## src/rtl/des_pkg.sv

```systemverilog
// -----------------------------------------------------------------------------
// des_pkg
// Shared constants for the DES key schedule:
//   - PC1_TABLE      : 56-entry Permuted Choice 1 (FIPS 46-3 bit numbers, 1 = MSB)
//   - PC2_TABLE      : 48-entry Permuted Choice 2 (1-based positions in C||D)
//   - SHIFT_SCHEDULE : per-round left-rotation amounts, entry 0 = round 1
//   - ks_state_t     : key schedule FSM state encoding
//   - rotl28/rotr28  : 28-bit rotations by 1 or 2
// -----------------------------------------------------------------------------
package des_pkg;

    typedef enum logic {
        ST_IDLE = 1'b0,
        ST_RUN  = 1'b1
    } ks_state_t;

    // Output bit i (0 = FIPS bit 1) of PC-1 takes key bit PC1_TABLE[i].
    localparam int unsigned PC1_TABLE [56] = '{
        57, 49, 41, 33, 25, 17,  9,
         1, 58, 50, 42, 34, 26, 18,
        10,  2, 59, 51, 43, 35, 27,
        19, 11,  3, 60, 52, 44, 36,
        63, 55, 47, 39, 31, 23, 15,
         7, 62, 54, 46, 38, 30, 22,
        14,  6, 61, 53, 45, 37, 29,
        21, 13,  5, 28, 20, 12,  4
    };

    // Output bit i (0 = round key bit 1) of PC-2 takes C||D bit PC2_TABLE[i].
    localparam int unsigned PC2_TABLE [48] = '{
        14, 17, 11, 24,  1,  5,
         3, 28, 15,  6, 21, 10,
        23, 19, 12,  4, 26,  8,
        16,  7, 27, 20, 13,  2,
        41, 52, 31, 37, 47, 55,
        30, 40, 51, 45, 33, 48,
        44, 49, 39, 56, 34, 53,
        46, 42, 50, 36, 29, 32
    };

    localparam logic [1:0] SHIFT_SCHEDULE [16] = '{
        2'd1, 2'd1, 2'd2, 2'd2, 2'd2, 2'd2, 2'd2, 2'd2,
        2'd1, 2'd2, 2'd2, 2'd2, 2'd2, 2'd2, 2'd2, 2'd1
    };

    // Rotation amounts are only ever 1 or 2.
    function automatic logic [27:0] rotl28(input logic [27:0] x, input logic [1:0] n);
        return (n == 2'd2) ? {x[25:0], x[27:26]} : {x[26:0], x[27]};
    endfunction

    function automatic logic [27:0] rotr28(input logic [27:0] x, input logic [1:0] n);
        return (n == 2'd2) ? {x[1:0], x[27:2]} : {x[0], x[27:1]};
    endfunction

endpackage

```

## src/rtl/des_pc2.sv

```systemverilog
// -----------------------------------------------------------------------------
// des_pc2
// Combinational Permuted Choice 2.
// Ports:
//   cd  [55:0] in  : C||D, bit 55 = C bit 1
//   key [47:0] out : round key, bit 47 = PC-2 output bit 1
// -----------------------------------------------------------------------------
module des_pc2
    import des_pkg::*;
(
    input  logic [55:0] cd,
    output logic [47:0] key
);

    generate
        for (genvar gi = 0; gi < 48; gi++) begin : g_pc2
            assign key[47 - gi] = cd[56 - PC2_TABLE[gi]];
        end
    endgenerate

endmodule

```

## src/rtl/des_key_schedule.sv

```systemverilog
// -----------------------------------------------------------------------------
// des_key_schedule
// Issues the 16 DES round keys one per handshake, in encrypt order (K1..K16)
// or decrypt order (K16..K1). C,D are rotated in place after each accepted key
// so only one 56-bit state register is needed.
//
// Ports:
//   clk        in      sole clock
//   rst        in      synchronous active-high reset
//   key_in     in [64] DES key, bit 63 = FIPS bit 1, sampled on accepted start
//   decrypt    in      key order select, sampled with key_in
//   start      in      request a new schedule (accepted only in IDLE)
//   key_ready  in      downstream accepts key_out this cycle
//   key_valid  out     key_out holds a valid round key
//   key_out    out[48] round key, bit 47 = PC-2 output bit 1
//   round_idx  out [4] issue-order index of key_out
//   busy       out     schedule in progress
//   done       out     one-cycle pulse after the 16th key is accepted
//   parity_err out     (only with DES_KEY_PARITY_CHECK_EN) some key byte had
//                      even parity at the last accepted start
//
// Optional feature macro: DES_KEY_PARITY_CHECK_EN
// -----------------------------------------------------------------------------
module des_key_schedule
    import des_pkg::*;
(
    input  logic        clk,
    input  logic        rst,
    input  logic [63:0] key_in,
    input  logic        decrypt,
    input  logic        start,
    input  logic        key_ready,
    output logic        key_valid,
    output logic [47:0] key_out,
    output logic [3:0]  round_idx,
    output logic        busy,
    output logic        done
`ifdef DES_KEY_PARITY_CHECK_EN
    ,
    output logic        parity_err
`endif
);

    ks_state_t   state_reg, state_next;
    logic [27:0] c_reg, c_next;
    logic [27:0] d_reg, d_next;
    logic [3:0]  round_idx_reg;
    logic        decrypt_reg;
    logic        done_reg;

    logic [55:0] pc1_bits;
    logic        handshake;
    logic        accept;
    logic        last_key;
    logic [3:0]  shift_sel;
    logic [1:0]  shift_amt;

    // PC-1: key_in bit 63 is FIPS bit 1.
    generate
        for (genvar gi = 0; gi < 56; gi++) begin : g_pc1
            assign pc1_bits[55 - gi] = key_in[64 - PC1_TABLE[gi]];
        end
    endgenerate

    assign handshake = (state_reg == ST_RUN) && key_ready;
    // A start that coincides with the done pulse is dropped.
    assign accept    = (state_reg == ST_IDLE) && start && !done_reg;
    assign last_key  = handshake && (round_idx_reg == 4'd15);

    // Register holds C(r+1) in encrypt order, so the next rotation is the
    // one for round r+2 (0-based entry r+1). In decrypt order it holds
    // C(16-r) and stepping back undoes round 16-r's rotation (entry 15-r).
    // Entry wraps to 0 on the final key; the result is discarded then.
    always_comb begin
        shift_sel = decrypt_reg ? (4'd15 - round_idx_reg) : (round_idx_reg + 4'd1);
        shift_amt = SHIFT_SCHEDULE[shift_sel];
    end

    always_comb begin
        state_next = state_reg;
        case (state_reg)
            ST_IDLE: if (accept)   state_next = ST_RUN;
            ST_RUN:  if (last_key) state_next = ST_IDLE;
            default:               state_next = ST_IDLE;
        endcase
    end

    always_comb begin
        c_next = c_reg;
        d_next = d_reg;
        if (accept) begin
            // Decrypt starts at C16,D16 which equal C0,D0 (total rotation 28).
            if (decrypt) begin
                c_next = pc1_bits[55:28];
                d_next = pc1_bits[27:0];
            end else begin
                c_next = rotl28(pc1_bits[55:28], 2'd1);
                d_next = rotl28(pc1_bits[27:0], 2'd1);
            end
        end else if (handshake) begin
            if (decrypt_reg) begin
                c_next = rotr28(c_reg, shift_amt);
                d_next = rotr28(d_reg, shift_amt);
            end else begin
                c_next = rotl28(c_reg, shift_amt);
                d_next = rotl28(d_reg, shift_amt);
            end
        end
    end

    always_ff @(posedge clk) begin
        if (rst) begin
            state_reg     <= ST_IDLE;
            c_reg         <= '0;
            d_reg         <= '0;
            round_idx_reg <= '0;
            decrypt_reg   <= 1'b0;
            done_reg      <= 1'b0;
        end else begin
            state_reg <= state_next;
            c_reg     <= c_next;
            d_reg     <= d_next;
            done_reg  <= last_key;
            if (accept) begin
                round_idx_reg <= '0;
                decrypt_reg   <= decrypt;
            end else if (handshake) begin
                // 15 + 1 wraps to 0, so IDLE reads 0 after the last key.
                round_idx_reg <= round_idx_reg + 4'd1;
            end
        end
    end

    des_pc2 u_pc2 (
        .cd  ({c_reg, d_reg}),
        .key (key_out)
    );

    assign key_valid = (state_reg == ST_RUN);
    assign busy      = (state_reg == ST_RUN);
    assign round_idx = round_idx_reg;
    assign done      = done_reg;

`ifdef DES_KEY_PARITY_CHECK_EN
    // Each DES key byte must have odd parity.
    logic [7:0] byte_even;
    logic       parity_err_reg;

    generate
        for (genvar gi = 0; gi < 8; gi++) begin : g_parity
            assign byte_even[gi] = ~^key_in[gi*8 +: 8];
        end
    endgenerate

    always_ff @(posedge clk) begin
        if (rst) begin
            parity_err_reg <= 1'b0;
        end else if (accept) begin
            parity_err_reg <= |byte_even;
        end
    end

    assign parity_err = parity_err_reg;
`else
    // Parity bits (FIPS bits 8,16,...,64) are deliberately ignored.
    logic unused_parity_bits;
    assign unused_parity_bits = ^{key_in[56], key_in[48], key_in[40], key_in[32],
                                  key_in[24], key_in[16], key_in[8],  key_in[0]};
`endif

endmodule

```

## config.mk

```make
export PLATFORM = sky130hd
export DESIGN_NAME = des_key_schedule
export DESIGN_NICKNAME = d
export VERILOG_FILES = /design/src/rtl/des_pkg.sv /design/src/rtl/des_pc2.sv /design/src/rtl/des_key_schedule.sv
export SDC_FILE = /design/constraint.sdc
export NUM_CORES = 1
export LEC_CHECK = 0
export BUFFER_PORTS_ARGS = -buffer_cell sky130_fd_sc_hd__buf_2
export CAP_MARGIN = 0
export CORE_ASPECT_RATIO = 0.9
export CORE_MARGIN = 2
export CORE_UTILIZATION = 33
export CTS_BUF_LIST = sky130_fd_sc_hd__clkbuf_8
export CTS_CLUSTER_SIZE = 24
export DETAILED_ROUTE_END_ITERATION = 16
export SKIP_LAST_GASP = 1
export SYNTH_ARGS = -nofsm -noshare
export SYNTH_HDL_FRONTEND = slang
export SYNTH_SLANG_ARGS = --single-unit
```

## constraint.sdc

```tcl
create_clock -name clk -period 2.65 [get_ports clk]
set_clock_uncertainty 0.05 [all_clocks]
set_input_delay 0.265 -clock clk [delete_from_list [all_inputs] [get_ports clk]]
set_output_delay 0.265 -clock clk [all_outputs]
set_load 0.01 [all_outputs]
```

=== Word-level counts from Yosys, hierarchy flattened ===
Memory sizes are Yosys's and may differ from the RTL's.
Index checks and enable logic that the tools add are counted.

* Flip-flop bits (word level): 63
* Memory bits (read-only): 32
* Bits of input ports: 69
* Output and inout bits: 55
* Logic and storage cells: 39
* Memories: 1

* Add/sub/neg operators: 2
* Magnitude comparators: 1
* Eq/ne operators: 2
* Multiplexer cells: 18
* Bitwise gates (word level): 2
* Reduce and logical (&&, ||, !) cells: 7

{| class="wikitable"
|+ Memories
! name !! words !! bits a word !! read ports !! clocked after Yosys merged registers in !! wr ports !! RTL line !! RTL
|-
| (name not given) || 16 || 2 || 1 || 0 || 0 || des_key_schedule.sv:76 || <nowiki>shift_amt = SHIFT_SCHEDULE[shift_sel];</nowiki>
|}

{| class="wikitable"
|+ Operators by type and width
! operator !! number
|-
| $mux W28 || 12
|-
| $ge A5 B5 Y1 const B || 1
|-
| $not A4 Y5 || 1
|-
| $add A4 B1 Y4 const B || 1
|-
| $eq A4 B4 Y1 const B || 1
|-
| $logic_and A1 B1 Y1 || 4
|-
| $mux W2 || 2
|-
| $mux W4 || 1
|-
| $sub A4 B4 Y4 const A || 1
|-
| $eq A2 B2 Y1 const B || 1
|-
| $mux W1 || 2
|-
| $pmux W1 S2 || 1
|-
| $reduce_bool A2 Y1 || 1
|-
| $reduce_or A2 Y1 || 1
|-
| $logic_not A1 Y1 || 1
|-
| $not A1 Y1 || 1
|}

=== Depth between registers and ports, before layout ===
* Depth after elaboration: 11
* Mapped depth: 8
* Mapped depth without buffers: 6

=== Cells and area by module ===
Synthesis repeated with hierarchy kept, for this count alone.

* Cells, all modules: 704
* Area total of the unflattened synthesis: 5,215.0 um^2

{| class="wikitable"
|+ Modules (own cells, without submodules)
! module !! instances !! cells each !! area each (um^2) !! sequential area each (um^2)
|-
| des_key_schedule || 1 || 656 || 4,854.7 || 1,261.2
|-
| des_pc2 || 1 || 48 || 360.3 || 0.0
|}

=== Worst setup path before layout ===
No wires, ideal clock.

* Path type: register to register
* Start point: register round_idx_reg[0] (netlist: round_idx[0])
* End point: register d_reg[3]
* Library setup time: 0.088 ns
* Arrival time: 2.312 ns
* Required time: 2.512 ns
* Setup slack: 0.200 ns
* Stages on the path, launching flop included: 9
* Buffers on the path: 2
* Period minus slack after synthesis: 2.450 ns
* Cell sequence: dfxtp_1 ha_1 xor2_2 or4_1 buf_2 nand3_2 buf_4 mux2_2 a311oi_2

* Cells in the longest elaborated chain, start to end: 11
* Elaborated cells between the ends (all ways): 13
* Classes of those cells: add/sub: 2; eq/ne: 1; mux: 8; bitwise: 1; memory: 1

{| class="wikitable"
|+ Ends and longest elaborated chain
! element !! RTL line !! RTL
|-
| from (decl) || des_key_schedule.sv:47 || <nowiki>logic [3:0] round_idx_reg;</nowiki>
|-
| from (signal assigned) || des_key_schedule.sv:129 || <nowiki>round_idx_reg <= round_idx_reg + 4'd1;</nowiki>
|-
| $add A4 B1 Y4 / $sub A4 B4 Y4 (equally long branches) || des_key_schedule.sv:75 || <nowiki>shift_sel = decrypt_reg ? (4'd15 - round_idx_reg) : (round_idx_reg + 4'd1);</nowiki>
|-
| $mux W4 (*) || des_key_schedule.sv:75 ||
|-
| $not A4 Y5 (implied by the code) (*) || des_key_schedule.sv:76 ||
|-
| $mem_v2 Z16 W2 (*) || n/a ||
|-
| $mux W2 (implied by the code) (*) (2 in series) || des_key_schedule.sv:76 ||
|-
| $eq A2 B2 Y1 (*) || des_pkg.sv:48, des_pkg.sv:52 ||
|-
| $mux W28, on equally long branches || des_pkg.sv:48, des_pkg.sv:52 ||
|-
| $mux W28 (*) || des_key_schedule.sv:101 || <nowiki>if (decrypt_reg) begin</nowiki>
|-
| $mux W28 (*) || des_key_schedule.sv:100 || <nowiki>end else if (handshake) begin</nowiki>
|-
| $mux W28 (*) || des_key_schedule.sv:91 || <nowiki>if (accept) begin</nowiki>
|-
| to (signal assigned) || des_key_schedule.sv:122 || <nowiki>d_reg <= d_next;</nowiki>
|-
| to (decl) || des_key_schedule.sv:46 || <nowiki>logic [27:0] d_reg, d_next;</nowiki>
|}

Every way passes the cells marked *; elsewhere a longest branch is shown, timed or not. The select of a mux whose other input is x is not followed.
A chain may end at the register's enable or synchronous reset.

=== Final worst setup path ===
* Start point: register round_idx_reg[0] (netlist: round_idx[0])
* End point: register c_reg[22]

* Cells in the longest elaborated chain, start to end: 11
* Elaborated cells between the ends (all ways): 13
* Classes of those cells: add/sub: 2; eq/ne: 1; mux: 8; bitwise: 1; memory: 1

{| class="wikitable"
|+ Ends and longest elaborated chain
! element !! RTL line !! RTL
|-
| $add A4 B1 Y4 / $sub A4 B4 Y4 (equally long branches) || des_key_schedule.sv:75 ||
|-
| $mux W4 (*) || des_key_schedule.sv:75 ||
|-
| $not A4 Y5 (implied by the code) (*) || des_key_schedule.sv:76 ||
|-
| $mem_v2 Z16 W2 (*) || n/a ||
|-
| $mux W2 (implied by the code) (*) (2 in series) || des_key_schedule.sv:76 ||
|-
| $eq A2 B2 Y1 (*) || des_pkg.sv:48, des_pkg.sv:52 ||
|-
| $mux W28, on equally long branches || des_pkg.sv:48, des_pkg.sv:52 ||
|-
| $mux W28 (*) || des_key_schedule.sv:101 ||
|-
| $mux W28 (*) || des_key_schedule.sv:100 ||
|-
| $mux W28 (*) || des_key_schedule.sv:91 ||
|-
| to (signal assigned) || des_key_schedule.sv:121 || <nowiki>c_reg <= c_next;</nowiki>
|-
| to (decl) || des_key_schedule.sv:45 || <nowiki>logic [27:0] c_reg, c_next;</nowiki>
|}

Marks and branches as above.

==> run_results.csv <==
group,metric,value,unit
critical_path,end_kind,"flop",
sta,fin_ws,248,ps
critical_path,crit_path_start_kind,"flop",
power_and_ir_drop,intPower,1.92,mW
global_route,grt_max_degree,71,
power_and_ir_drop,p_sw_share,36.4,%
final_layout,multi_input_area,0.00334,sq mm
synthesis,synthTopCellsByArea,"dfxtp_1, mux2i_1, a311oi_1",
cts,cts_max_level,3,
drt,firstDrtPassIters,6,
cts,post_cts_resized,0,
sta,max_clock_freq,416,MHz
cts,cts_buffers,9,
critical_path,slowest_stage,"or4_1",
cts,cts_root_buf,"clkbuf_8",
synthesis,yosys.area_share.simple,18.7,%
synthesis,synth_seq_cells,63,
placed_design,place_congestion,0.859,
synthesis,synth_commonest_cells,"nor2_1, a21oi_1, dfxtp_1",
synthesis,synth-seq-area-share,24.0,%
global_route,grtUsageTotal,20.8,%
cts,clk_latency,360,ps
sta,tightestPinTransition,584,ps
synthesis,yosysUniqueCellTypes,41,
floorplanning,die_w,137,microns
cts,hold_buffers,0,
outcome,outcome,"finished clean",
power_and_ir_drop,power.sequential.fraction,39.8,%
power_and_ir_drop,power_density,504,mW/mm^2
synthesis,synth_edf_count,0,
floorplanning,die_height,124,microns
critical_path,path_cells,"ha_1, xor2_2, or4_1, nand3_2, buf_4, mux2_2, a311oi_1",
sta,min_period,2400,ps
sta,setup_viol,0,
sta,slew_viol_final,0,
synthesis,synth_adder_area_share,0.238,%
synthesis,ys_warn_count,0,
synthesis,yosys.area.top_type_share,24.0,%
critical_path,critical_path_class,"reg2reg",
final_layout,fin_util,38.6,%
floorplanning,dieArea,0.0169,sq mm
synthesis,avgSynthCellArea,7.35,sq um
final_layout,layout-drive-gt1-share,25.2,%
global_route,grt_pass1_vias,5015,
power_and_ir_drop,power,3.02,mW
synthesis,synth_compound_area_share,30.0,%
synthesis,syn_nets,784,
hold_path,hold_class,"in2reg",
cts,clockBufferDepth,2,
drt,drc,0,
synthesis,synth_most_common_cell,"nor2_1",
synthesis,yosysTopAreaCell,"dfxtp_1",
floorplanning,ios,124,
synthesis,yosys_most_used_dff,"dfxtp_1",
critical_path,max_stage_delay,620,ps
drt,first_iter_violations,463,
cts,cts_tree,"done",
floorplanning,initial_core_util,33.9,%
drt,vias,5523,
drt,wl_per_cell,18.3,microns
power_and_ir_drop,p_sw,1.10,mW
synthesis,syn_area,0.00525,sq mm
synthesis,synth_xor_area_share,0.810,%
power_and_ir_drop,ir_worst_vdd,0.000210,V
final_layout,nets,830,
synthesis,synth_top_family_by_area,"compound AO/OA/AOI/OAI gates",
global_route,antenna_found_initial,0,
power_and_ir_drop,p_leak,2.38,nW
placed_design,portBuffers,115,
global_route,grt_pass1_wl,27.8,mm
sta,hold_slack,341,ps
drt,routed_wl,17.7,mm
synthesis,ys_async_sr_fraction,0,%
critical_path,cp.arrival,2620,ps
power_and_ir_drop,clkPwrFrac,30.3,%
critical_path,crit_family,"simple AND/OR/NAND/NOR gates",
sta,rsz0062_at_grt,"false",
placed_design,hpwlAfterDp,12.1,mm
floorplanning,fp.coreArea,0.0155,sq mm
cts,path_clk_slew,80,ps
final_layout,n_antenna_cell,0,
floorplanning,rows,43,
run,maxCapViolations,0,
drt,antenna_left,0,
global_route,grt_overflow,0,
critical_path,crit_buf_inv,1,
critical_path,path_max_fanout,10,
sta,relSlewSlack,61.1,%
placed_design,pre_cts_slack,270,ps
final_layout,regArea,0.00126,sq mm
power_and_ir_drop,combPwrFrac,29.9,%
critical_path,crit_required,2870,ps
final_layout,fillers,1674,
sta,hold_viol_final,0,
sta,setup_tns,0,ps
sta,period_share,90.6,%
synthesis,syn_inst,714,
drt,via_per_inst,5.71,
final_layout,syn2layout_area_growth,13.9,%
synthesis,synth.area.mux_share,13.4,%
cts,post_cts_buffers,0,
cts,cts.sinks,63,
final timing paths:
path	from	end	slack (ps)	depth (start not counted)
worst min register to register	busy	busy	480	2
worst max-delay path	round_idx[0]	c_reg[22]	250	7
worst min-delay path	key_in[51]	d_reg[5]	340	4
worst max register to register	round_idx[0]	c_reg[22]	250	7
routing by layer:
metal / global-route usage (%) / share of wire (%) / vias to the layer above
met4: 5.73 / 1.5 / 0
li1: - / - / 2686
met2: 30.7 / 42 / 255
met5: 0 / 0 / -
met3: 5.01 / 9.3 / 19
met1: 30.1 / 47 / 2563
kinds of logic after synthesis:
group | after synthesis
AOI/OAI and AO/OA | 243
DFF | 63
muxes | 69
xor gates and xnor gates | 4
adders and majority gates | 1
buffers and inverters | 119
and+or+nand+nor | 215
area by class of cell:
type,instances,share of cell area [%]
timing repair buffer,154,15.4
sequential,63,21.1
clock buffer,12,2.76
multi-input combinational,532,55.8
tap,202,4.23
clock inverter,4,0.732
power groups by stage:
stage / combinational, mW / sequential, mW / clock, mW
floorplan: 0.690 / 1.16 / 0
global placement: 0.891 / 1.22 / 0
global route: 0.993 / 1.22 / 0.970
CTS: 0.901 / 1.19 / 0.925
finish: 0.903 / 1.20 / 0.915
detailed placement: 0.897 / 1.22 / 0
through the flow:
step	area (sq um)	std cells
2_1_floorplan	5250	714
3_3_place_gp	5770	951
3_5_place_dp	5770	951
4_1_cts	5980	967
5_1_grt	5980	967
6_report	5980	967
worst reg2reg max path: stages (launching register included):
cell and delay, ps:
dfxtp_1 320, ha_1 250, xor2_2 170, or4_1 620
nand3_2 140, buf_4 210, mux2_2 360, a311oi_1 200
placed cells by master, fill, tap and decap left out, drive strengths merged:
master,instances
a211oi,1
a21o,22
a21oi,80
a311oi,54
a31oi,1
and2,2
and2b,1
and4b,1
buf,154
bufinv,1
clkbuf,12
clkinv,2
dfxtp,63
ha,1
inv,1
mux2,12
mux2i,57
nand2,62
nand2b,2
nand3,24
nand4,26
nand4b,1
nor2,83
nor3,8
nor3b,1
nor4,2
o211a,1
o21a,26
o21ai,57
o221ai,1
or3b,1
or4,1
xnor2,1
xor2,3
(Power assumes the default switching activity.)
